**src/rtl/ffirst_buzzer_arbiter.sv**
```systemverilog
// Fastest-finger-first arbiter: synchronises and debounces active-low buttons,
// latches the first valid press of an armed round, with false-start masking and timeout.
module ffirst_buzzer_arbiter #(
  parameter int N_PLAYERS    = 10,
  parameter int DEBOUNCE_CYC = 4,
  parameter int TIMEOUT_CYC  = 1000,
  localparam int IDX_W       = $clog2(N_PLAYERS)
) (
  input  logic                 clk,
  input  logic                 rst_n,
  input  logic [N_PLAYERS-1:0] buzz_n,
  input  logic                 arm,
  input  logic                 clear,
  output logic                 winner_valid,
  output logic [IDX_W-1:0]     winner_idx,
  output logic [IDX_W-1:0]     winner_idx_n,
  output logic [N_PLAYERS-1:0] dq_mask,
  output logic                 armed,
  output logic                 timeout
);

  localparam int CNT_W = $clog2(DEBOUNCE_CYC + 1);
  localparam int TMR_W = (TIMEOUT_CYC > 1) ? $clog2(TIMEOUT_CYC) : 1;
  localparam logic [CNT_W-1:0] DEB_MAX = CNT_W'(DEBOUNCE_CYC);
  localparam logic [TMR_W-1:0] TMR_LAST = TMR_W'(TIMEOUT_CYC - 1);

  typedef enum logic [1:0] {
    S_IDLE    = 2'd0,
    S_ARMED   = 2'd1,
    S_LOCKED  = 2'd2,
    S_TIMEOUT = 2'd3
  } state_t;

  state_t               state_q;
  logic [N_PLAYERS-1:0] sync1_q, sync2_q;
  logic [CNT_W-1:0]     cnt_q [N_PLAYERS];
  logic [CNT_W-1:0]     cnt_d [N_PLAYERS];
  logic [N_PLAYERS-1:0] pr_s, pr_dly_q, ev_q, cand_s;
  logic [TMR_W-1:0]     timer_q;
  logic                 winner_valid_q, armed_q, timeout_q;
  logic [IDX_W-1:0]     winner_idx_q, winner_idx_n_q;
  logic [N_PLAYERS-1:0] dq_mask_q;

  function automatic logic [IDX_W-1:0] lowest_idx(input logic [N_PLAYERS-1:0] v);
    lowest_idx = '0;
    for (int i = N_PLAYERS - 1; i >= 0; i--) begin
      if (v[i]) lowest_idx = IDX_W'(i);
    end
  endfunction

  // Two-flop synchroniser; idle level is high (button released)
  always_ff @(posedge clk or negedge rst_n) begin
    if (!rst_n) begin
      sync1_q <= '1;
      sync2_q <= '1;
    end else begin
      sync1_q <= buzz_n;
      sync2_q <= sync1_q;
    end
  end

  // Saturating run-length of synchronised low samples per channel
  always_comb begin
    for (int i = 0; i < N_PLAYERS; i++) begin
      cnt_d[i] = cnt_q[i];
      pr_s[i]  = (cnt_q[i] == DEB_MAX);
      if (sync2_q[i]) begin
        cnt_d[i] = '0;
      end else if (cnt_q[i] != DEB_MAX) begin
        cnt_d[i] = cnt_q[i] + CNT_W'(1);
      end else begin
        cnt_d[i] = cnt_q[i];
      end
    end
    cand_s = ev_q & ~dq_mask_q;
  end

  // Debounce counters and registered press-rise events
  always_ff @(posedge clk or negedge rst_n) begin
    if (!rst_n) begin
      for (int i = 0; i < N_PLAYERS; i++) cnt_q[i] <= '0;
      pr_dly_q <= '0;
      ev_q     <= '0;
    end else begin
      for (int i = 0; i < N_PLAYERS; i++) cnt_q[i] <= cnt_d[i];
      pr_dly_q <= pr_s;
      ev_q     <= pr_s & ~pr_dly_q;
    end
  end

  // Round state machine with registered outputs; clear overrides everything
  always_ff @(posedge clk or negedge rst_n) begin
    if (!rst_n) begin
      state_q        <= S_IDLE;
      timer_q        <= '0;
      winner_valid_q <= 1'b0;
      winner_idx_q   <= '0;
      winner_idx_n_q <= '1;
      dq_mask_q      <= '0;
      armed_q        <= 1'b0;
      timeout_q      <= 1'b0;
    end else if (clear) begin
      state_q        <= S_IDLE;
      timer_q        <= '0;
      winner_valid_q <= 1'b0;
      winner_idx_n_q <= '1;
      dq_mask_q      <= '0;
      armed_q        <= 1'b0;
      timeout_q      <= 1'b0;
    end else begin
      case (state_q)
        S_IDLE: begin
          if (arm) begin
            state_q   <= S_ARMED;
            dq_mask_q <= pr_s;
            timer_q   <= '0;
            armed_q   <= 1'b1;
          end
        end
        S_ARMED: begin
          // A press on the expiry cycle still wins
          if (cand_s != '0) begin
            state_q        <= S_LOCKED;
            winner_valid_q <= 1'b1;
            winner_idx_q   <= lowest_idx(cand_s);
            winner_idx_n_q <= ~lowest_idx(cand_s);
            armed_q        <= 1'b0;
          end else if (timer_q == TMR_LAST) begin
            state_q   <= S_TIMEOUT;
            armed_q   <= 1'b0;
            timeout_q <= 1'b1;
          end else begin
            timer_q <= timer_q + TMR_W'(1);
          end
        end
        S_LOCKED:  state_q <= S_LOCKED;
        S_TIMEOUT: state_q <= S_TIMEOUT;
        default: begin
          state_q        <= S_IDLE;
          winner_valid_q <= 1'b0;
          winner_idx_n_q <= '1;
          armed_q        <= 1'b0;
          timeout_q      <= 1'b0;
        end
      endcase
    end
  end

  assign winner_valid = winner_valid_q;
  assign winner_idx   = winner_idx_q;
  assign winner_idx_n = winner_idx_n_q;
  assign dq_mask      = dq_mask_q;
  assign armed        = armed_q;
  assign timeout      = timeout_q;

endmodule

```
**config.mk**
```make
export PLATFORM = sky130hd
export DESIGN_NAME = ffirst_buzzer_arbiter
export DESIGN_NICKNAME = d
export VERILOG_FILES = /design/src/rtl/ffirst_buzzer_arbiter.sv
export SDC_FILE = /design/constraint.sdc
export NUM_CORES = 1
export LEC_CHECK = 0
export CAP_MARGIN = 0
export CORE_UTILIZATION = 30
export CTS_CLUSTER_DIAMETER = 40
export DETAILED_ROUTE_END_ITERATION = 8
export PLACE_DENSITY = 0.57
export SLEW_MARGIN = 20
export SYNTH_ARGS = -nofsm -noshare
export SYNTH_HDL_FRONTEND = slang
export SYNTH_SLANG_ARGS = --single-unit
```
**constraint.sdc**
```tcl
create_clock -name clk -period 3.8 [get_ports clk]
set_input_delay 0.76 -clock clk [delete_from_list [all_inputs] [get_ports clk]]
set_output_delay 0.76 -clock clk [all_outputs]
set_load 0.02 [all_outputs]
```
== Word level (Yosys, flattened, before mapping) ==
Index checks and enable logic that the tools add are counted.
Storage, ports and cells
  word-level logic and storage cells: 154
  output and inout port bits: 21
  memory bits (writable): 0
  memories: 0
  ROM bits: 0
  bits in latches: 0
  register bits: 103
Cells by class
  add/subtract/negate cells: 11
  shift operators: 0
  muxes and demuxes: 61
  magnitude comparators: 0
  multiply operators: 0
  equality and inequality tests: 29
  reduce and logical (&&, ||, !) cells: 25
  bitwise operators: 6
  divide/modulo/power cells: 0
Operators by type and width (count)
  $mux 10: 7
  $mux 4: 16
  $mux 3: 20
  $ne 3x3->1 const B: 13
  $add 3x1->3 const B: 10
  $eq 3x3->1 const B: 10
  $reduce_bool 2->1: 15
  $and 10x10->10: 2
  $not 10->10: 2
  $pmux 10 s2: 1
  $mux 1: 11
  $add 10x1->10 const B: 1
  $eq 10x10->1 const B: 1
  $reduce_bool 10->1: 1
  $reduce_and 3->1: 3
  $mux 2: 4
  $pmux 2 s4: 1
  $reduce_and 2->1: 3
  $eq 2x2->1 const B: 2
  $ne 4x4->1 const B: 1
  $not 4->4: 1
  $reduce_and 4->1: 1
  $reduce_bool 3->1: 1
  $eq 2x1->1 const B: 1
  other kinds (4): 4

== Logic depth before layout (Yosys ltp) ==
  depth after elaboration: 19
  mapped depth: 7
  mapped depth without buffers: 6

== Worst setup path before layout ==
No wires, ideal clock.
  kind: input to register
  start point: input arm
  end point: register timer_q[7]
  arrival: 2.160 ns
  setup slack: 1.562 ns
  path buffers: 1
  stages on the path: 6
  setup time: 0.078 ns
  data required time: 3.722 ns
  cell sequence: nor3b_1 -> a311oi_1 -> clkbuf_1 -> or4_1 -> or3_1 -> a21oi_1
Between the ends
  longest elaborated chain between the ends: 2
Ends and longest elaborated chain
  start: declaration: line 12  | input logic arm,
  $ne 3x3->1 (no source line)
  $reduce_and 4->1 (no source line)
  end signal: assignment: line 133  | timer_q <= timer_q + TMR_W'(1);
  end: declaration: line 39  | logic [TMR_W-1:0] timer_q;
Every way passes these cells.
A chain may end at the register's enable or synchronous reset.

== Worst setup path after layout ==
  start point: input clear
  end point: register timer_q[0]
Between the ends
  longest elaborated chain between the ends: 2
  elaborated cells on any way between the ends: 6
  those cells by class: eq/ne (3); mux (1); reduce/logical (2)
Ends and longest elaborated chain
  start: declaration: line 13  | input logic clear,
  $ne 3x3->1 (no source line) or $reduce_bool 3->1 (tied branches)
  $reduce_and 4->1 (no source line)
Parallel ways exist; a longest one is shown, timed or not.

==> summary.md <==
| Metric | Value |
|---|---|
| Comb power frac | 0.150 |
| Row cnt | 43 |
| Required time of the critical path | 4.09 ns |
| VDD IR max | 0.234 mV |
| Total congestion overflow | 0 |
| Max Fclk | 390 MHz |
| Tot Pwr | 2.60 mW |
| Max-cap violations | 0 |
| Worst Tran Pin Value | 0.897 ns |
| Drt via density | 4.51 |
| DIE AREA | 14,800 µm² |
| First drt pass iteration count | 4 |
| Root Buffer | clkbuf_16 |
| Vias | 2,832 |
| Layout Skew | 0.00884 ns |
| Clock share of power | 0.360 |
| Post-synth EDFFs | 0 |
| Seq/Total Area, Yosys | 0.607 |
| Min-Delay Path Class | reg -> reg |
| Port Buffers | 34 |
| TritonCTS Buffers | 9 |
| Fin crit share | 0.674 |
| Placement Setup Slack | 0.865 ns |
| Initial antenna violation count | 0 |
| Die Ht | 122 µm |
| Post-CTS resize count | 0 |
| Final min period | 2.56 ns |
| Crit end category | flip-flop |
| Post-route DRC | 0 |
| Non-Filler Instances | 628 |
| I/O pins | 35 |
| Share of layout cells above drive strength 1 | 0.123 |
| Switching Fraction | 0.268 |
| Fin Hold WS | 0.356 ns |
| Warnings from Yosys | 0 |
| DP Area | 4870 µm² |
| Vias in the first global route | 2,876 |
| Post-synthesis average cell area | 10.7 µm² |
| CP Data Arrival Time | 2.85 ns |
| Hold buffer count at CTS | 0 |
| Yosys top cell area share | 0.460 |
| Final setup fails | 0 |
| Synthesized Nets | 435 |
| Max Slew Vio Count | 0 |
| Pwr/cell area | 503 nW/µm² |
| Top cells by area, synth | dfrtp_1 (46%), dfstp_2 (15%), ha_1 (6.1%), nand2_1 (5.4%), nor2_1 (4.4%) |
| Cells after Synth | 400 |
| Die X | 122 µm |
| Final wirelength | 7.97 mm |
| Clock tree buffer depth | 2 |
| Commonest register cell after synthesis | dfrtp_1 |
| Leading area contributor after synthesis | dfrtp_1 |
| First-pass GRT wire length | 14.0 mm |
| Cell with the most instances after synthesis | dfrtp_1 |
| Pint | 1.91 mW |
| Diode count | 0 |
| Max FO, Critical Path | 17 |
| Post-CTS Setup Inserts | 0 |
| Hold Vio Cnt, Final | 0 |
| Clk_lat worst skew | 0.34 ns |
| Final instance area | 5180 µm² |
| Starting Density | 0.308 |
| Area added between synthesis and finish | 20.5% |
| Mapped Area | 4300 µm² |
| Wirelength per Cell | 12.7 µm |
| Num Clock Sinks | 103 |
| Final WS setup | 1.24 ns |
| Outcome | completed |
| DP HPWL | 5.65 mm |
| Startpoint Class | input pin |
| Leak | 2.37 nW |
| Fin util | 0.372 |
| Sequential Power Share | 0.490 |
| H-tree levels | 3 |
| Distinct cells, synth | 43 |
| Final Wtd Congestion | 0.750 |
| Layout net count | 478 |
| Core ar. | 13,900 µm² |
| Slew margin rel. | 0.402 |
| Synth top cells by count | dfrtp_1 (79), nand2_1 (62), nor2_1 (50) |
| RSZ-0062 raised after global routing | false |
| CTS tree | done |
| Clock transition at path regs | 0.07 ns |
| Worst Setup Path Type | in -> reg |
| Routed Antenna Nets | 0 |
| Cells after DPL | 612 |
| Final setup TNS | 0 ns |
| #FFs+latches synth | 103 |
| Async SR Flop Fraction | 1.00 |
| Initial drt markers | 202 |
| Largest net degree at the start of global routing | 64 |
| Sw Pwr | 0.697 mW |
| GR Util All Layers | 0.123 |
==> cells in the final DEF (no fill, tap or decap), types with 10 or more instances in the layout <==
cell / count
nor2_1: 50
a21oi_1: 24
xnor2_1: 10
dfrtp_1: 79
nand2_1: 62
inv_1: 32
o31ai_1: 14
dfstp_2: 24
ha_1: 21
clkdlybuf4s50_1: 33
nor3_1: 11
==> metal layers <==
layer,vias to the layer above,share of wire,GRT usage
met3,9,0.039,0.0360
met5,-,0,0
met2,42,0.47,0.194
met4,0,0.013,0.0463
met1,1367,0.48,0.158
li1,1414,-,-
==> final cells by class <==
cell class / count / area [µm²]
well taps: 180 / 225
inverters: 32 / 120
flip-flops and latches: 103 / 2610
clock buffers: 10 / 239
repair buffers: 38 / 368
clock inverters: 6 / 66.3
fillers: 1385 / 8760
multi-input cells: 259 / 1550
==> cell families (layout without fill, tap and decap cells) <==
kind of cell,after synthesis,in the layout,synth area share
flops,103,103,0.607
xor+xnor,10,10,0.0204
simple gates,169,169,0.186
mux,1,1,0.00262
compound gates,58,58,0.0900
fa+ha+maj,21,21,0.0612
buf+inv,38,86,0.0332
==> path summary, 6_finish.rpt <==
| check | endpoint | cells after the start | slack (ns) | start |
|---|---|---|---|---|
| max reg2reg | timer_q[0]$_DFFE_PN0P_ | 6 | 1.56 | timer_q[0]$_DFFE_PN0P_ |
| max in group asynchronous | sync1_q[4]$_DFF_PN1_ | 2 | 2.45 | rst_n |
| min reg2reg | sync2_q[0]$_DFF_PN1_ | 0 | 0.36 | sync1_q[0]$_DFF_PN1_ |
| min in group asynchronous | timer_q[9]$_DFFE_PN0P_ | 1 | 0.50 | rst_n |
| min | sync2_q[0]$_DFF_PN1_ | 0 | 0.36 | sync1_q[0]$_DFF_PN1_ |
| max | timer_q[0]$_DFFE_PN0P_ | 5 | 1.24 | clear |
==> flip-flops by register name (all words and copies together) (netlist names) <==
register      count
winner_idx_n      4
winner_valid      1
dq_mask          10
armed             1
pr_dly_q         10
cnt_q            30
state_q           2
timer_q          10
sync1_q          10
ev_q             10
sync2_q          10
timeout           1
winner_idx        4
==> power groups by stage <==
stage	clock network, mW	registers [mW]	logic, mW
2_1_floorplan	0	1.31	0.222
3_5_place_dp	0	1.30	0.395
3_3_place_gp	0	1.29	0.381
6_report	0.936	1.28	0.391
5_1_grt	1.02	1.29	0.447
4_1_cts	0.967	1.28	0.397
==> worst max-delay path: stages <==
cell and delay, ns:
clkdlybuf4s50_1 0.65, buf_4 0.31, a311oi_2 0.73, or2_2 0.25, mux2_2 0.14
(Power assumes the default switching activity.)
